**src/rtl/fetch_unit.sv**
```systemverilog
// Instruction fetch stage: owns the PC, reads one byte per instruction from
// the RAM port, and hands it to decode over a valid/ready handshake.
//
// Ports:
//   clk, rst_n      clock (rising edge) and asynchronous active-low reset
//   ram_read_en     read strobe to the RAM (combinational)
//   ram_address     RAM address, always equal to pc
//   ram_read_data   RAM read data, one cycle after ram_read_en
//   ram_busy        execute stage owns the RAM port this cycle
//   halt            block new fetches
//   jump_en         load pc from jump_addr and flush the stage
//   jump_addr       jump target
//   instr           fetched instruction byte
//   instr_pc        address that instr was fetched from
//   instr_valid     instr/instr_pc valid for decode
//   instr_ready     decode accepts the instruction
//   pc              current program counter

module fetch_unit #(
    parameter int unsigned ADDR_W   = 5,
    parameter int unsigned DATA_W   = 8,
    parameter int unsigned RESET_PC = 0
) (
    input  logic              clk,
    input  logic              rst_n,
    output logic              ram_read_en,
    output logic [ADDR_W-1:0] ram_address,
    input  logic [DATA_W-1:0] ram_read_data,
    input  logic              ram_busy,
    input  logic              halt,
    input  logic              jump_en,
    input  logic [ADDR_W-1:0] jump_addr,
    output logic [DATA_W-1:0] instr,
    output logic [ADDR_W-1:0] instr_pc,
    output logic              instr_valid,
    input  logic              instr_ready,
    output logic [ADDR_W-1:0] pc
);

    typedef enum logic [1:0] {
        REQ  = 2'd0,
        RESP = 2'd1,
        HOLD = 2'd2
    } state_t;

    localparam logic [ADDR_W-1:0] PC_RST = ADDR_W'(RESET_PC);
    localparam logic [ADDR_W-1:0] PC_ONE = ADDR_W'(1);

    state_t            state;
    logic [ADDR_W-1:0] issued_pc;
    logic              in_req;
    logic              handshake;

    assign in_req    = (state == REQ);
    assign handshake = instr_valid && instr_ready;

    // Gated by rst_n so the RAM never sees a strobe while held in reset.
    assign ram_read_en = rst_n && in_req && !ram_busy
                      && !halt && !jump_en;
    assign ram_address = pc;

    always_ff @(posedge clk or negedge rst_n) begin
        if (!rst_n) begin
            state       <= REQ;
            pc          <= PC_RST;
            issued_pc   <= '0;
            instr       <= '0;
            instr_pc    <= '0;
            instr_valid <= 1'b0;
        end else if (jump_en) begin
            // Flush: any read in flight is dropped, a pending
            // instruction is withdrawn (or was just consumed).
            state       <= REQ;
            pc          <= jump_addr;
            instr_valid <= 1'b0;
        end else begin
            unique case (state)
                REQ: begin
                    if (ram_read_en) begin
                        issued_pc <= pc;
                        state     <= RESP;
                    end
                end
                RESP: begin
                    // Data was registered by the RAM on the issuing edge,
                    // so ram_busy cannot disturb this capture.
                    instr       <= ram_read_data;
                    instr_pc    <= issued_pc;
                    instr_valid <= 1'b1;
                    pc          <= pc + PC_ONE;
                    state       <= HOLD;
                end
                HOLD: begin
                    if (handshake) begin
                        instr_valid <= 1'b0;
                        state       <= REQ;
                    end
                end
                default: begin
                    state <= REQ;
                end
            endcase
        end
    end

endmodule
```
**config.mk**
```make
export PLATFORM = sky130hd
export DESIGN_NAME = fetch_unit
export DESIGN_NICKNAME = d
export VERILOG_FILES = /design/src/rtl/fetch_unit.sv
export SDC_FILE = /design/constraint.sdc
export NUM_CORES = 1
export LEC_CHECK = 0
export ABC_AREA = 1
export CORE_AREA = 2 2 60 62
export DETAILED_ROUTE_END_ITERATION = 8
export DIE_AREA = 0 0 62 64
export PLACE_DENSITY_LB_ADDON = 0.2
export SKIP_LAST_GASP = 1
export SYNTH_ARGS = -nofsm -noshare
export SYNTH_HDL_FRONTEND = slang
export SYNTH_SLANG_ARGS = --single-unit
export TNS_END_PERCENT = 1
```
**constraint.sdc**
```tcl
create_clock -name clk -period 1.06 [get_ports clk]
set_input_delay 0.159 -clock clk [delete_from_list [all_inputs] [get_ports clk]]
set_output_delay 0.159 -clock clk [all_outputs]
set_load 0.005 [all_outputs]
```
Word-level counts from Yosys, hierarchy flattened:

Index checks and enable logic that the tools add are counted.

* register bits: 26
* bits in writable memories: 0
* ROM bits: 0
* bits in latches: 0
* output and inout bits: 25
* memories: 0
* logic and storage cells: 36
* input bits: 19

* reductions and logical operators: 15
* equal/unequal tests: 4
* divide/modulo/power cells: 0
* mux-type cells: 9
* $mul: 0
* bitwise gates (word level): 1
* add/subtract/negate cells: 1
* shift-type cells: 0
* $lt $le $gt $ge: 0

Operator list (count)
* two-way mux 5 bit: 2
* two-way mux 2 bit: 3
* != test 3 bit (second input constant): 2
* case mux 2 bit (3 select lines): 1
* AND reduction 2 bit: 3
* adder 5 x 1 -> 5 bit (second input constant): 1
* logical AND 1 bit: 5
* logical NOT 1 bit: 3
* AND reduction 3 bit: 1
* nonzero test 3 bit: 1
* == test 2 x 1 -> 1 bit (second input constant): 1
* == test 2 bit (second input constant): 1
* logical NOT 2 bit: 1
* two-way mux 1 bit: 2
* case mux 1 bit (2 select lines): 1
* nonzero test 2 bit: 1
* NOT 1 bit: 1

Longest topological paths before layout:

* depth in word-level cells: 8
* mapped depth: 7
* gate-level depth less buffers: 6

Worst setup path after synthesis:

OpenSTA, ideal clock, no wires.

* kind: register to register
* start: reg state[1]
* end: reg instr[0]
* arrival time: 0.921 ns
* path slack: 0.023 ns
* data required time: 0.944 ns
* library setup time: 0.116 ns
* cell stages (with the launch flop): 8
* path buffers: 1
* clock period less this slack: 1.037 ns
* cells stage by stage: dfrtp_1 > inv_2 > nand2_4 > nor2_8 > inv_2 > buf_6 > nand2_1 > nand2_1

* longest elaborated chain between the ends: 2

Ends and longest elaborated chain
* start, declared: RTL line 49 `state_t state;`
* start signal, assigned: RTL line 64 `state <= REQ;`
* start signal, assigned: RTL line 73 `state <= REQ;`
* start signal, assigned: RTL line 81 `state <= RESP;`
* == test 2 x 1 -> 1 bit: RTL line 77 `unique case (state)`
* AND reduction 2 bit (no source line)
* end signal, assigned: RTL line 87 `instr <= ram_read_data;`
* end, declared: RTL line 33 `output logic [DATA_W-1:0] instr,`

Every way passes these cells.
A chain may end at the register's enable or synchronous reset.

Worst setup path in the final report:

* start: reg instr_pc[4]
* end: out instr_pc[4]

RTL lines
* start, declared: RTL line 34 `output logic [ADDR_W-1:0] instr_pc,`
* start signal, assigned: RTL line 88 `instr_pc <= issued_pc;`

No word-level cell between the ends.

==> metrics.csv <==
metric,value,unit
status,"complete, but fails checks",
failing checks,negative setup slack,
Required @ worst endpoint,900,ps
total track usage,0.1715,
slew margin rel.,0.7819,
DP HPWL,2.211,mm
Synth Instances,153,
Least-Margin Pin Slew,327.1,ps
largest net degree at the start of global routing,27,
WS Path Type,reg -> out,
Slowest cell on crit path,clkdlybuf4s50_1,
"Hold Vio Cnt, Final",0,
startpoint types,flop,
syn avg cell area,8.047,µm²
final instance area,1927,µm²
CP cell instances,clkdlybuf4s50_1,
final setup TNS,-7358,ps
mux share of post-synthesis cell area,0,
Synth top area share,0.5285,
Synth Area in Compound Gates,0.01626,
Max Cap Violations,0,
crit path time final,1359,ps
GP Congestion,0.7827,
clock-pin slew on the worst setup and hold paths,130,ps
core area,3284,µm²
placed cells,252,
Peak Freq,735.6,MHz
Setup WS post-layout,-299.4,ps
clk_lat worst skew,320,ps
IO Pins,44,
Die X,62,µm
period utilization,1.282,
Worst EP arrival,1200,ps
Syn Nets,173,
#FFs+latches synth,26,
Peak VDD IR,0.6373,mV
CP max FO,2,
post-route insts no fill,269,
"slowest stage delay, CP",510,ps
Buf/Inv on CP,1,
Synth warnings,0,
Cell variety after synth,16,
TritonCTS clock tree,yes,
"commonest non-fill, non-tap cell in the layout",nand2_1,
static leakage,1.123,nW
CTS Root Cell,clkbuf_4,
router iterations before antenna repair,4,
P&R area growth vs syn,56.50,%
std cell rows,21,
Clock Tree Buf Depth,2,
Iteration-0 DRC Markers,46,
share of cells above drive strength 1,0.2018,
PwrDens,1317,nW/µm²
Fill cells,322,
worst hold path type,in -> async,
per-cell routed wire length,11.04,µm
Post-Route WL,2.971,mm
"Slew Viols, Final",0,
post-synthesis cell area,1231,µm²
largest family of logic cells by synthesized area,simple AND/OR/NAND/NOR gates,
Clock Sink Count,26,
Worst R2R Path Depth,7,
full die area,3968,µm²
RSZ-0062 raised after global routing,true,
vias in the first global route,1201,
Final setup viols,46,
Placed Area,1803,µm²
"area leader, netlist",dfrtp_1,
total gr overflow,0,
H-tree Lvls,1,
Die H,64,µm
most frequent cells in the layout,"nand2_1, buf_4, dfrtp_1",
initial antenna violation count,0,
NumNets Final,245,
Antenna diodes,0,
vias post-DR,1191,
Post-CTS Hold Fix Bufs,0,
DRC Markers,0,
Synth Area in Adders,0.01016,
crit end category,primary output,
register area share after synthesis,0.5285,
clock skew,2.125,ps
final core utilization,0.5867,
crit-path leading delay family,buffers and inverters,
xor/xnor share of the synthesized area,0,
CP Depth,1,
antenna-violating nets left,0,
Simple-Gate Fraction of Synth Area,0.3415,
total CTS buffers,3,
starting density of the core,0.3749,
average vias per placed instance,4.428,
global-route wire length before repair,5.092,mm
port bufs,43,
"top cells by area, synth","dfrtp_1, nand2_1, nand3_1, inv_1, buf_4",
==> timing repair <==
item	4_1_cts	5_1_grt
setup endpoints to repair	44	50
resized for setup	17	7
pin swaps	2	1
setup buffers	9	5
==> through the flow <==
stage                     worst slack [ps]  hold slack (ps)  total power [W]
after floorplan                      22.98           -136.6         0.001597
after global placement              -556.8            452.4         0.002097
after detailed placement            -566.1            457.6         0.002131
after CTS                           -304.4            256.8         0.002546
after global routing                -346.3            266.4         0.002723
final                               -299.4            237.7         0.002538
==> power breakdown <==
group	switching, W	internal (W)	leakage [nW]
registers	0.000100	0.00118	0.334
logic	0.000339	0.000515	0.775
clock network	0.000271	0.000133	0.0138
total	0.000710	0.00183	1.12
==> state kept, by name (all words and copies together) (netlist names) <==
| register | count |
|---|---|
| instr | 8 |
| instr_pc | 5 |
| issued_pc | 5 |
| pc | 5 |
| state | 2 |
| instr_valid | 1 |
==> routing by layer <==
metal  global-route usage  vias up  wire, µm
li1                     -      603         -
met1               0.2127      551      1227
met2               0.2930       32      1550
met3              0.01619        5       134
met4              0.07181        0        58
met5                    0        -         0
==> synth_stat cells <==
cell type / count
dfrtp_1: 26
clkbuf_1: 1
inv_2: 2
inv_1: 13
nor2_2: 1
o21ai_0: 4
buf_4: 6
nor2_8: 1
nand2_2: 1
ha_1: 1
nand4_1: 2
nand3_1: 15
buf_6: 2
nand2_4: 1
nand2_1: 75
nor2_1: 2
==> cells by family (layout without fill, tap and decap cells) <==
logic type	after synthesis	in the layout
DFF	26	26
and+or+nand+nor	98	98
AOI/OAI and AO/OA	4	4
buffers and inverters	24	94
adders and majority gates	1	1
==> final timing paths <==
check                            startpoint  slack (ps)      endpoint
hold / removal                        rst_n         240      instr[0]
setup reg to reg                   state[0]        -200         pc[3]
max in group asynchronous             rst_n         580  issued_pc[2]
setup / recovery                instr_pc[4]        -300   instr_pc[4]
hold reg to reg                 instr_pc[1]         480   instr_pc[1]
min in group clk           ram_read_data[4]         370      instr[4]
==> final cells by class <==
cell class | instances | area [µm²] | area share
well taps | 46 | 57.56 | 0.02987
repair buffers | 76 | 679.4 | 0.3526
inverters | 15 | 56.30 | 0.02922
clock buffers | 3 | 22.52 | 0.01169
multi-input cells | 103 | 460.4 | 0.2390
flip-flops and latches | 26 | 650.6 | 0.3377
No activity file was read; power rests on OpenSTA's default activity.
==> RTL edit: new RTL, same settings <==
The parameter `ADDR_W` goes from 5 to 4.
--- a/src/rtl/fetch_unit.sv
+++ b/src/rtl/fetch_unit.sv
@@ -19,3 +19,3 @@
 module fetch_unit #(
-    parameter int unsigned ADDR_W   = 5,
+    parameter int unsigned ADDR_W   = 4,
     parameter int unsigned DATA_W   = 8,
Interface: changed (resized instr_pc, jump_addr, pc and ram_address); port bits go from 44 to 40. The function was not compared with the original's and may differ.
==> RTL edit against the original RTL <==
The flow still finishes with violations (negative setup slack); total power is 6.7% lower; area after synthesis is 14% lower; fmax is 0.34% higher; critical path depth stayed put; sequential cell count is 3 lower; wire length is 6.8% lower; worst setup slack better by 0.0046 ns; via count is 12% lower; final area is 10% lower; critical path type unchanged; largest cell class unchanged.
==> RTL edit: results <==
[finish]
layout.nets = 221
drive_above_1_share = 0.2388
layout.cells.non_filler = 247

[timing]
hold_ws_ns = 0.3015
setup_ws_ns = -0.2948
tightestPinTransition_ns = 0.3038
final.setup.tns_ns = -10.31
finClkSkew_ns = 0.004455
setup_viol_count_final = 43

[drt]
wl_met2_um = 1365
wl_met3_um = 169
wl_per_cell_um = 11.21
dr.max_layer_used = "met4"
viasPerCell = 4.259
drt_iter0_markers = 28
wl_met1_um = 1170

[worst_setup_path]
arrival_ns = 1.20
rrSetupSlack_ns = -0.26
rr_worst_depth = 8
endpoint = "instr[2]"
r2r-end = "instr[7]"
setup.worst_path.start = "instr[2]"

[clocking]
cts_inserted_buffers = 3
post_cts_buffers = 16
ctsResizeCount = 14

[placed_design]
port-buffer-count = 39
gp_congestion = 0.8081
dp_cells = 225
place_area_um2 = 1562
dp_hpwl_um = 1823
place_ws_ns = -0.6220

[synth]
yosysUniqueCellTypes = 14
synth_area_per_cell_um2 = 8.019
synth_seq_area_share = 0.5437
ys_async_sr_fraction = 1.000
synth_nets = 151
synth_common_cells = "nand2_1, dfrtp_1, nand3_1"
yosys-top-cells-area = "dfrtp_1, nand2_1, nand3_1"

[grt]
grt_pass1_wl_um = 4422
met3_usage = 0.03441
use_met2 = 0.2487
use_met1 = 0.1807
grt_max_degree = 24
grt_pass1_vias = 1011
grt_usage = 0.1516

[power]
p_int_mw = 1.703
max-vdd-ir-drop_mv = 0.5234
seqPwrFrac = 0.481
powerSeq_mw = 1.14
leakage_nw = 0.9499
powerComb_mw = 0.819

[status]
violations = "negative setup slack"
outcome = "finished, violations left"
[RTL edit: cell type report]
class / instances / area [µm²]
Tap cell: 46 / 57.56
Fill cell: 314 / 1550
Clock inverter: 1 / 5.005
Sequential cell: 23 / 575.6
Timing Repair Buffer: 72 / 635.6
Clock buffer: 3 / 22.52
Inverter: 11 / 43.79
Multi-Input combinational cell: 91 / 394.1
[RTL edit: kinds of logic (layout without fill, tap and decap cells)]
group / after synthesis / in the layout / synth area share
AO/OA/AOI/OAI: 4 / 4 / 0.01890
adder cells (fa/ha/maj): 1 / 1 / 0.01182
buffers and inverters: 18 / 87 / 0.09575
flip-flops: 23 / 23 / 0.5437
AND/OR/NAND/NOR: 86 / 86 / 0.3298
[RTL edit: worst reg2reg max path, delay by kind of cell (launching register included)]
kind,cells,cell delay [ns]
AND/OR/NAND/NOR,4,0.26
buffers and inverters,4,0.55
flip-flops,1,0.41
